[src/rtl/jpeg_mcu_scheduler.sv]
// Block sequencer between the JPEG entropy decoder and the dequantiser/IDCT path:
// per-MCU block issue, Huffman table select, DC prediction and restart handling.
// Optional coefficient count/index check enabled by defining MCU_COEFF_CHECK_EN.
module jpeg_mcu_scheduler #(
  parameter int COEFF_W = 12,
  parameter int CNT_W   = 16
) (
  input  logic                      clk,
  input  logic                      rst,
  input  logic [1:0]                cfg_mode,
  input  logic [CNT_W-1:0]          cfg_mcu_count,
  input  logic [CNT_W-1:0]          cfg_restart_interval,
  input  logic                      start,
  output logic                      busy,
  output logic                      done,
  output logic                      dec_block_start,
  output logic [1:0]                dec_comp,
  output logic                      huff_tbl_sel,
  input  logic                      dec_block_done,
  input  logic                      coeff_valid,
  input  logic [5:0]                coeff_index,
  input  logic signed [COEFF_W-1:0] coeff_value,
  output logic                      out_valid,
  output logic [5:0]                out_index,
  output logic signed [COEFF_W-1:0] out_value,
  output logic [1:0]                out_comp,
  output logic                      rst_marker_req,
  input  logic                      rst_marker_ack,
  output logic                      err
);

  typedef enum logic [2:0] {IDLE, ISSUE, WAIT_BLK, NEXT, RST_WAIT, DONE} state_t;

  state_t                    state;
  logic [1:0]                mode_q;
  logic [CNT_W-1:0]          mcu_total, rst_ival, mcu_cnt, rst_cnt, mcu_nxt, rst_nxt;
  logic [2:0]                blk_cnt, blk_nxt, last_blk;
  logic [1:0]                nxt_comp;
  logic signed [COEFF_W-1:0] pred [3];
  logic signed [COEFF_W-1:0] pred_sel, dc_abs;
  logic signed [COEFF_W:0]   dc_sum;

  function automatic logic [2:0] blocks_per_mcu(input logic [1:0] m);
    case (m)
      2'd0:    return 3'd3;
      2'd1:    return 3'd4;
      2'd2:    return 3'd6;
      default: return 3'd1;
    endcase
  endfunction

  // Component order inside an MCU: luma blocks first, then Cb, then Cr.
  function automatic logic [1:0] comp_of(input logic [1:0] m, input logic [2:0] b);
    case (m)
      2'd0:    return b[1:0];
      2'd1:    return (b < 3'd2) ? 2'd0 : (b[1:0] - 2'd1);
      2'd2:    return (b < 3'd4) ? 2'd0 : ((b == 3'd4) ? 2'd1 : 2'd2);
      default: return 2'd0;
    endcase
  endfunction

  function automatic logic signed [COEFF_W-1:0] sat(input logic signed [COEFF_W:0] s);
    if (s > $signed({2'b00, {(COEFF_W-1){1'b1}}}))
      return {1'b0, {(COEFF_W-1){1'b1}}};
    else if (s < $signed({2'b11, {(COEFF_W-1){1'b0}}}))
      return {1'b1, {(COEFF_W-1){1'b0}}};
    else
      return s[COEFF_W-1:0];
  endfunction

  always_comb begin
    case (dec_comp)
      2'd1:    pred_sel = pred[1];
      2'd2:    pred_sel = pred[2];
      default: pred_sel = pred[0];
    endcase
    dc_sum   = $signed({pred_sel[COEFF_W-1], pred_sel}) +
               $signed({coeff_value[COEFF_W-1], coeff_value});
    dc_abs   = sat(dc_sum);
    mcu_nxt  = mcu_cnt + 1'b1;
    rst_nxt  = rst_cnt + 1'b1;
    blk_nxt  = blk_cnt + 3'd1;
    last_blk = blocks_per_mcu(mode_q) - 3'd1;
    nxt_comp = comp_of(mode_q, blk_nxt);
  end

  always_ff @(posedge clk) begin
    if (rst) begin
      state           <= IDLE;
      mode_q          <= '0;
      mcu_total       <= '0;
      rst_ival        <= '0;
      mcu_cnt         <= '0;
      rst_cnt         <= '0;
      blk_cnt         <= '0;
      pred[0]         <= '0;
      pred[1]         <= '0;
      pred[2]         <= '0;
      busy            <= 1'b0;
      done            <= 1'b0;
      dec_block_start <= 1'b0;
      dec_comp        <= '0;
      huff_tbl_sel    <= 1'b0;
      out_valid       <= 1'b0;
      out_index       <= '0;
      out_value       <= '0;
      out_comp        <= '0;
      rst_marker_req  <= 1'b0;
    end else begin
      dec_block_start <= 1'b0;
      done            <= 1'b0;
      out_valid       <= 1'b0;
      // Coefficient stage: DC reconstructed against the component predictor.
      if (state == WAIT_BLK && coeff_valid) begin
        out_valid <= 1'b1;
        out_index <= coeff_index;
        out_comp  <= dec_comp;
        if (coeff_index == 6'd0) begin
          out_value <= dc_abs;
          case (dec_comp)
            2'd1:    pred[1] <= dc_abs;
            2'd2:    pred[2] <= dc_abs;
            default: pred[0] <= dc_abs;
          endcase
        end else begin
          out_value <= coeff_value;
        end
      end
      case (state)
        IDLE: if (start) begin
          mode_q       <= cfg_mode;
          mcu_total    <= cfg_mcu_count;
          rst_ival     <= cfg_restart_interval;
          mcu_cnt      <= '0;
          rst_cnt      <= '0;
          blk_cnt      <= '0;
          pred[0]      <= '0;
          pred[1]      <= '0;
          pred[2]      <= '0;
          dec_comp     <= 2'd0;
          huff_tbl_sel <= 1'b0;
          if (cfg_mcu_count == '0) begin
            state <= DONE;
            done  <= 1'b1;
          end else begin
            state           <= ISSUE;
            busy            <= 1'b1;
            dec_block_start <= 1'b1;
          end
        end
        ISSUE:    state <= WAIT_BLK;
        WAIT_BLK: if (dec_block_done) state <= NEXT;
        NEXT: begin
          if (blk_cnt != last_blk) begin
            blk_cnt         <= blk_nxt;
            dec_comp        <= nxt_comp;
            huff_tbl_sel    <= (nxt_comp != 2'd0);
            state           <= ISSUE;
            dec_block_start <= 1'b1;
          end else begin
            blk_cnt      <= '0;
            mcu_cnt      <= mcu_nxt;
            dec_comp     <= 2'd0;
            huff_tbl_sel <= 1'b0;
            if (mcu_nxt == mcu_total) begin
              state <= DONE;
              busy  <= 1'b0;
              done  <= 1'b1;
            end else if (rst_ival != '0 && rst_nxt == rst_ival) begin
              rst_cnt        <= '0;
              state          <= RST_WAIT;
              rst_marker_req <= 1'b1;
            end else begin
              rst_cnt         <= rst_nxt;
              state           <= ISSUE;
              dec_block_start <= 1'b1;
            end
          end
        end
        RST_WAIT: if (rst_marker_ack) begin
          pred[0]         <= '0;
          pred[1]         <= '0;
          pred[2]         <= '0;
          rst_marker_req  <= 1'b0;
          state           <= ISSUE;
          dec_block_start <= 1'b1;
        end
        DONE:     state <= IDLE;
        default:  state <= IDLE;
      endcase
    end
  end

`ifdef MCU_COEFF_CHECK_EN
  logic [6:0] coef_cnt, coef_total;

  assign coef_total = coef_cnt + {6'd0, coeff_valid};

  // Block must deliver indices 0..63 in order, closing exactly at 64.
  always_ff @(posedge clk) begin
    if (rst) begin
      coef_cnt <= '0;
      err      <= 1'b0;
    end else if (state == IDLE && start) begin
      coef_cnt <= '0;
      err      <= 1'b0;
    end else if (state == WAIT_BLK) begin
      if (coeff_valid && (coef_cnt[6] || coeff_index != coef_cnt[5:0]))
        err <= 1'b1;
      if (dec_block_done) begin
        coef_cnt <= '0;
        if (coef_total != 7'd64) err <= 1'b1;
      end else begin
        coef_cnt <= coef_total;
      end
    end
  end
`else
  assign err = 1'b0;
`endif

endmodule

[config.mk]
export PLATFORM = sky130hd
export DESIGN_NAME = jpeg_mcu_scheduler
export DESIGN_NICKNAME = d
export VERILOG_FILES = /design/src/rtl/jpeg_mcu_scheduler.sv
export SDC_FILE = /design/constraint.sdc
export NUM_CORES = 1
export LEC_CHECK = 0
export ABC_AREA = 1
export BUFFER_PORTS_ARGS = -buffer_cell sky130_fd_sc_hd__buf_2
export CAP_MARGIN = 10
export CORE_UTILIZATION = 30
export CTS_CLUSTER_SIZE = 30
export DETAILED_ROUTE_END_ITERATION = 16
export GPL_ROUTABILITY_DRIVEN = 0
export HOLD_SLACK_MARGIN = 0.1
export PLACE_DENSITY_LB_ADDON = 0.05
export SETUP_SLACK_MARGIN = 0.02
export SLEW_MARGIN = 15
export SYNTH_ARGS = -nofsm -noshare
export SYNTH_HDL_FRONTEND = slang
export SYNTH_SLANG_ARGS = --single-unit
[constraint.sdc]
create_clock -name clk -period 7.7 [get_ports clk]
set_input_delay 0.77 -clock clk [delete_from_list [all_inputs] [get_ports clk]]
set_output_delay 0.77 -clock clk [all_outputs]
set_load 0.01 [all_outputs]
After elaboration in Yosys (flattened, before gate mapping)
Memories as Yosys holds them, arrays and structs flattened.
Cells that the tools add are included.
{"block": "word_totals", "register_bits": 100, "ramBits": 36, "input_bits": 58, "out_inout_bits": 29, "wordCells": 164, "n_memories": 1}
{"block": "classes", "n_addsub": 6, "magnitude_cmp": 4, "n_eq_ne": 20, "muxes": 89, "bitwise_logic": 9, "n_reduce_logical": 18}
{"name": "pred", "depth": 3, "word_bits": 12, "rd": 3, "rd_clocked_by_memory_dff": 0, "write_ports": 3, "line_no": "39", "source": "logic signed [COEFF_W-1:0] pred [3];"}
{"cell": "$mux 12", "count": 12}
{"cell": "$mux 16", "count": 5}
{"cell": "$pmux 16 s2", "count": 2}
{"cell": "$mux 1", "count": 45}
{"cell": "$add 16x1->16 const B", "count": 2}
{"cell": "$eq 16x16->1", "count": 2}
{"cell": "$mux 3", "count": 9}
{"cell": "$pmux 12 s2", "count": 1}
{"cell": "$logic_not 16->1", "count": 1}
{"cell": "$ne 2x2->1 const B", "count": 8}
{"cell": "$reduce_bool 16->1", "count": 1}
{"cell": "$pmux 3 s5", "count": 1}
{"cell": "$add 12x12->13", "count": 1}
{"cell": "$gt 13x12->1 const B", "count": 1}
{"cell": "$lt 13x12->1 const B", "count": 1}
{"cell": "$mux 2", "count": 5}
{"cell": "$reduce_and 5->1", "count": 2}
{"cell": "$or 1x1->1", "count": 9}
{"cell": "$pmux 3 s3", "count": 1}
{"cell": "$pmux 1 s2", "count": 4}
{"cell": "$eq 3x2->1 const B", "count": 2}
{"cell": "$eq 3x3->1 const B", "count": 2}
{"cell": "$logic_not 6->1", "count": 1}
{"cell": "$pmux 2 s3", "count": 1}
{"cell": "20 further kinds", "count": 27}

Longest topological paths before layout
Gate-level depths: netlist of the first run.
{"block": "logic_depth", "word_depth": 10, "ltp_mapped": 22}

Worst setup path after synthesis of the first run
OpenSTA, ideal clock, no wires.
{"block": "synth_path", "path_kind": "reg2reg", "start": "register dec_comp[0]", "end": "memory pred[1][6] (netlist: pred[0][18]), data pin", "t_arrival_ns": 3.143, "slack_ns": 4.287, "stages_incl_launch_ff": 21, "path_buffers": 2, "path_cell_list": "dfxtp_1 inv_1 ha_1 clkbuf_1 a221o_1 o21ai_0 inv_1 ha_1 inv_1 fa_1 nand3b_1 nand2_1 nand2_1 nand3_1 a21oi_2 xor2_1 nand2_1 inv_1 buf_6 o21ai_0 nor2_1"}
{"item": "from (decl)", "line_no": "17", "source": "output logic [1:0] dec_comp,"}
{"item": "from (signal assigned)", "line_no": "156", "source": "dec_comp <= nxt_comp;"}
{"item": "to (decl)", "line_no": "39"}

==> results of run 1 <==
-- cell families (layout without fill, tap and decap cells) --
family,Yosys count,count (layout)
simple gates,534,534
compound gates,203,203
buf+inv,165,252
flops,136,136
fa+ha+maj,25,25
xor+xnor,19,19
other cells,1,1
-- sequential cells by signal (all words and copies together), names as in the netlist, 6 cells and up --
name       count
pred          36
mcu_cnt       16
rst_cnt       16
out_value     12
out_index      6
mcu_total     16
rst_ival      16
-- worst min-delay path, cell delays in order, from the launching register on --
cell     delay (ns)
dfxtp_1        0.31
nand2_1        0.06
a21oi_1        0.05
-- placed cells by master, fill, tap and decap left out, types with 11 or more instances in the layout --
cell / n
xor2_1: 12
buf_2: 85
a21oi_1: 69
ha_1: 24
o21a_1: 11
nor2_1: 126
edfxtp_1: 36
dfxtp_1: 100
nand2_1: 280
inv_1: 127
clkbuf_16: 17
o21ai_0: 56
nor2_2: 12
nand4_1: 15
a221o_1: 12
nand3_1: 69
-- Yosys cell counts, types with 10 or more instances --
library cell  instances  area share, %
nand4_1              15            1.2
o21ai_1              10           0.65
ha_1                 24            3.9
o21a_1               11            1.1
a21oi_1              69            4.5
clkbuf_1             26            1.3
dfxtp_1             100             26
o21ai_0              56            3.6
nand2_1             280             14
nor2_1              126            6.1
a31oi_1              11           0.89
xor2_1               12            1.4
nand3_1              69            4.5
nor2_2               12           0.97
inv_1               127            6.2
edfxtp_1             36             14
a221o_1              12            1.6
-- where the power goes --
part	internal [mW]	switching, mW
combinational	0.163	0.332
clock	0.545	0.342
sequential	0.807	0.0495
total	1.52	0.724
-- routing by layer --
metal | vias to the layer above | routed length, um | share of wire (%) | track usage [%]
li1 | 3715 | - | - | -
met1 | 3353 | 11500 | 48 | 24.6
met2 | 133 | 10900 | 46 | 30.5
met3 | 26 | 853 | 3.6 | 2.98
met4 | 0 | 428 | 1.8 | 5.73
met5 | - | 0 | 0 | 0
-- final timing paths --
kind,start,endpoint,slack (ns),cells past startpoint
worst max-delay path,dec_comp[0]$_SDFFE_PP0P_,pred[0][15]$_DFFE_PP_,3.41,16
worst min-delay path,out_index[1]$_SDFFE_PP0P_,out_index[1]$_SDFFE_PP0P_,0.47,2
worst max register to register,dec_comp[0]$_SDFFE_PP0P_,pred[0][15]$_DFFE_PP_,3.41,16
worst min register to register,out_index[1]$_SDFFE_PP0P_,out_index[1]$_SDFFE_PP0P_,0.47,2
-- cell type report --
cell class,instances,share of cell area [%]
clock buffer,18,4.73
multi-input combinational,782,44.1
timing repair buffer,91,5.18
clock inverter,14,2.18
tap,330,4.55
sequential,136,34.0
inverter,129,5.36
==> flow_summary.json, run 1 <==
{
  "cpMostUsedCell": "nand2_1",
  "numCtsBuffers": 17,
  "clock_latency_ns": 0.43,
  "port_buffers": 85,
  "hp-class": "reg -> reg",
  "multi_input_area_sq_um": 4000,
  "synth-xor-area-share_pct": 2.33,
  "postPlaceCellArea_sq_um": 8450,
  "fin_nets": 1240,
  "crit_buf_inv": 3,
  "status": "complete, no violations",
  "grt_pass1_wl_mm": 37.3,
  "num_vias": 7227,
  "max-cap-violations": 0,
  "clock.fmax_mhz": 233,
  "seq_area_sq_um": 3080,
  "finalHoldViolations": 0,
  "leakagePower_nw": 3.99,
  "synth_seq_cells": 136,
  "syn_area_per_cell_sq_um": 7.14,
  "slew_violations": 0,
  "slowest_delay_ns": 0.61,
  "diodes": 0,
  "core_sq_um": 25300,
  "clk_path_buf_depth": 2,
  "die_w_um": 163,
  "fin_crit_sh_pct": 55.7,
  "yosys.area_share.simple_pct": 29.5,
  "clk_pin_slew_worst_paths_ns": 0.06,
  "synth_top_flop_cell": "dfxtp_1",
  "io_pins": 87,
  "async_flop_share_pct": 0,
  "fin_cells": 1500,
  "critPathTopFamily": "compound AO/OA/AOI/OAI gates",
  "postSynthCellCount": 1083,
  "synthMuxAreaShare_pct": 0,
  "critical_path_class": "reg -> reg",
  "h-tree-depth": 4,
  "worstPathRequired_ns": 7.85,
  "postCtsHoldBufs": 0,
  "synth-seq-area-share_pct": 39.9,
  "hpwl_mm": 17.3,
  "synth_cell_type_count": 48,
  "cp_data_arrival_time_ns": 4.43,
  "ys.warnings.count": 0,
  "final_area_sq_um": 9080,
  "period_needed_ns": 4.29,
  "floorplan.initialDensity_pct": 30.6,
  "timing.slew.headroom_pct": 40.2,
  "setup_viol": 0,
  "grt_use_total_pct": 18.5,
  "gr-total-overflow": 0,
  "cts_sinks": 136,
  "grt_max_degree": 47,
  "grt_pass1_vias": 6859,
  "ant_nets": 0,
  "drt_iter0_drc": 389,
  "worst_path_max_delay_cell": "ha_1",
  "tns_ns": 0,
  "worst_slack_ns": 3.41,
  "synth-compound-area-share_pct": 15.6,
  "p_per_area_nw_per_um2": 247,
  "wire_per_inst_um": 15.8,
  "wl_mm": 23.7,
  "startpoint_type": "flip-flop",
  "rsz0062_at_grt": "false",
  "syn-num-nets": 1166,
  "worst_pin_slew_ns": 0.894,
  "root_buffer": "clkbuf_16",
  "ctsResizeCount": 0,
  "power.total_mw": 2.24,
  "dp.cells": 1468,
  "crit_chain": "inv_1, ha_1, inv_1, o21ai_0, inv_1, ha_1, nand3_1, nand2_1, a21oi_1, o21ai_1, nand2_1, nand2_1, nand2_1, nand3_1, a21oi_1, nor2_1",
  "tritoncts": "done",
  "grt_antenna_before_repair": 0,
  "crit_fanout": 14,
  "die_height_um": 163,
  "yosys.area_share.adder_pct": 4.14,
  "utilization_pct": 36.0,
  "dp_slack_ns": 3.37,
  "post_cts_buffers": 0,
  "hold_ws_ns": 0.465,
  "drive_gt1_share_pct": 13.4,
  "synth_edf_count": 36,
  "drt_pass1_iterations": 7,
  "synth_top_family_by_area": "simple AND/OR/NAND/NOR gates",
  "cp-end-kind": "flip-flop",
  "via_per_inst": 4.82,
  "post-route-drc-count": 0,
  "fillCellCount": 2742,
  "die_area_sq_um": 26400,
  "area_growth_pct": 17.4,
  "synth.cell_area_sq_um": 7740,
  "vdd_drop_max_uv": 113,
  "fin_skew_ns": 0.0117,
  "core.rowCount": 58
}
(Power assumes the default switching activity.)
==> run 2: changes to the inputs <==
==> constraint.sdc (replaced) <==
create_clock -name clk -period 3.8 [get_ports clk]
set_input_delay 0.38 -clock clk [delete_from_list [all_inputs] [get_ports clk]]
set_output_delay 0.38 -clock clk [all_outputs]
set_load 0.01 [all_outputs]
==> run 2 against run 1 <==
Net effect:
- non-clock buffer count up 9
- via count down 1.2%
- cell area up 1.3%
- clock skew up 0.0019 ns
- utilization up 0.48 points
- clock power up 96%
- largest cell class unchanged
==> flow_summary.json, run 2 (synthesized netlist as in run 1, its figures left out) <==
{
  "largest_register_ffs": 36,
  "fillCellCount": 2760,
  "max_flop_register": "pred",
  "h-tree-depth": 4,
  "clock.fmax_mhz": 289,
  "grt_pass1_wl_mm": 37.8,
  "startpoint": "dec_comp[0]$_SDFFE_PP0P_",
  "hpwl_mm": 17.9,
  "critical_path_class": "reg -> reg",
  "area_growth_pct": 18.9,
  "finalHoldViolations": 0,
  "worst_slack_ns": 0.334,
  "grt_pass1_vias": 6791,
  "final_common_cell": "nand2_1",
  "die_area_sq_um": 26400,
  "port_buffers": 85,
  "p_per_area_nw_per_um2": 496,
  "period_needed_ns": 3.47,
  "numCtsBuffers": 17,
  "floorplan.initialDensity_pct": 30.6,
  "drive_gt1_share_pct": 14.8,
  "drt_pass1_iterations": 5,
  "timing.slew.headroom_pct": 47.1,
  "via_per_inst": 4.73,
  "worstPathRequired_ns": 3.94,
  "leakagePower_nw": 4.01,
  "status": "complete, no violations",
  "crit_fanout": 11,
  "cp_data_arrival_time_ns": 3.61,
  "tns_ns": 0,
  "drt_iter0_drc": 444,
  "slew_violations": 0,
  "clock_latency_ns": 0.43,
  "worst_pin_slew_ns": 0.793,
  "grt_antenna_before_repair": 0,
  "core_sq_um": 25300,
  "hold_path_startpoint": "cfg_restart_interval[15]",
  "fin_nets": 1249,
  "tritoncts": "done",
  "rsz0062_at_grt": "false",
  "gr-total-overflow": 0,
  "startpoint_type": "flip-flop",
  "multi_input_area_sq_um": 4050,
  "post-route-drc-count": 0,
  "cp-end-kind": "flip-flop",
  "setup_viol": 0,
  "seq_area_sq_um": 3080,
  "layout_common_cells": "280 x nand2_1, 126 x nor2_1, 125 x inv_1",
  "cts_sinks": 136,
  "ant_nets": 0,
  "wl_mm": 24.0,
  "die_height_um": 163,
  "fin_skew_ns": 0.0136,
  "wire_per_inst_um": 15.9,
  "fin_crit_sh_pct": 91.2,
  "io_pins": 87,
  "root_buffer": "clkbuf_16",
  "clk_pin_slew_worst_paths_ns": 0.06,
  "r2r_start": "dec_comp[0]$_SDFFE_PP0P_",
  "grt_max_degree": 35,
  "hp-class": "in -> reg",
  "die_w_um": 163,
  "grt_use_total_pct": 18.8,
  "core.rowCount": 58,
  "vdd_drop_max_uv": 202,
  "num_vias": 7141,
  "power.total_mw": 4.56,
  "dp_slack_ns": 0.103,
  "diodes": 0,
  "max-cap-violations": 0,
  "clk_path_buf_depth": 2
}
==> run 2: cell count changes in the layout (fill, tap and decap cells not counted), moves of 2 or more <==
cell,before,now
a21oi_1,69,61
inv_6,3,1
clkinv_1,0,4
o21ai_1,10,12
inv_1,127,125
clkinvlp_4,2,5
ha_4,0,2
buf_4,6,14
ha_1,24,22
a21oi_2,2,10
clkinv_4,3,1
o21ai_0,56,54
==> run 2: cell type report <==
type / count / area share, %
inverters: 129 / 5.37
clock buffers: 18 / 4.66
repair buffers: 100 / 5.98
clock inverters: 14 / 1.96
flip-flops and latches: 136 / 33.5
well taps: 330 / 4.49
multi-input cells: 782 / 44.0
==> run 2: path summary, 6_finish.rpt <==
check,endpoint,slack [ns],depth (start not counted)
min reg2reg,out_value[11]$_SDFFE_PP0P_,0.46,2
min,rst_ival[15]$_SDFFE_PP0P_,0.15,3
max,pred[0][9]$_DFFE_PP_,0.33,16
max reg2reg,pred[0][9]$_DFFE_PP_,0.33,16
==> run 2: timing repair <==
action	CTS	global route
endpoints found under the hold margin	0	0
resized for setup	0	17
setup buffers	0	2
setup endpoints to repair	0	42
hold buffers	0	0
==> run 2: layer usage <==
metal	GRT usage [%]	part of all wire (%)	routed length, um
met1	24.5	48	11500
met2	32.1	48	11500
met4	4.89	1.3	308
met3	3.23	2.9	685
met5	0	0	0
==> run 2: report_power, final <==
group	total, mW	switching (mW)	internal, mW
registers	1.74	0.107	1.64
clock network	1.74	0.652	1.09
logic	1.08	0.695	0.383
total	4.56	1.45	3.11
==> run 2: worst max-delay path, stage by stage, from the launching register on <==
cell	delay [ns]
dfxtp_2	0.37
inv_1	0.09
ha_4	0.28
buf_4	0.18
a221o_1	0.26
o21ai_0	0.18
inv_1	0.12
ha_1	0.40
inv_1	0.11
nor3_1	0.22
a21oi_2	0.10
xor2_1	0.16
nand2_1	0.16
clkinvlp_4	0.13
buf_12	0.16
a21oi_1	0.18
nor2_1	0.08
==> run 2: per-stage QoR <==
stage               std cells  hold WS, ns  util [%]  cell area (sq um)
global placement         1475        0.453      33.7               8500
detailed placement       1475        0.452      33.7               8500
floorplan                1083        0.451         -               7740
global route             1509        0.149      36.4               9200
finish                   1509        0.153      36.4               9200
CTS                      1507        0.140      36.1               9110
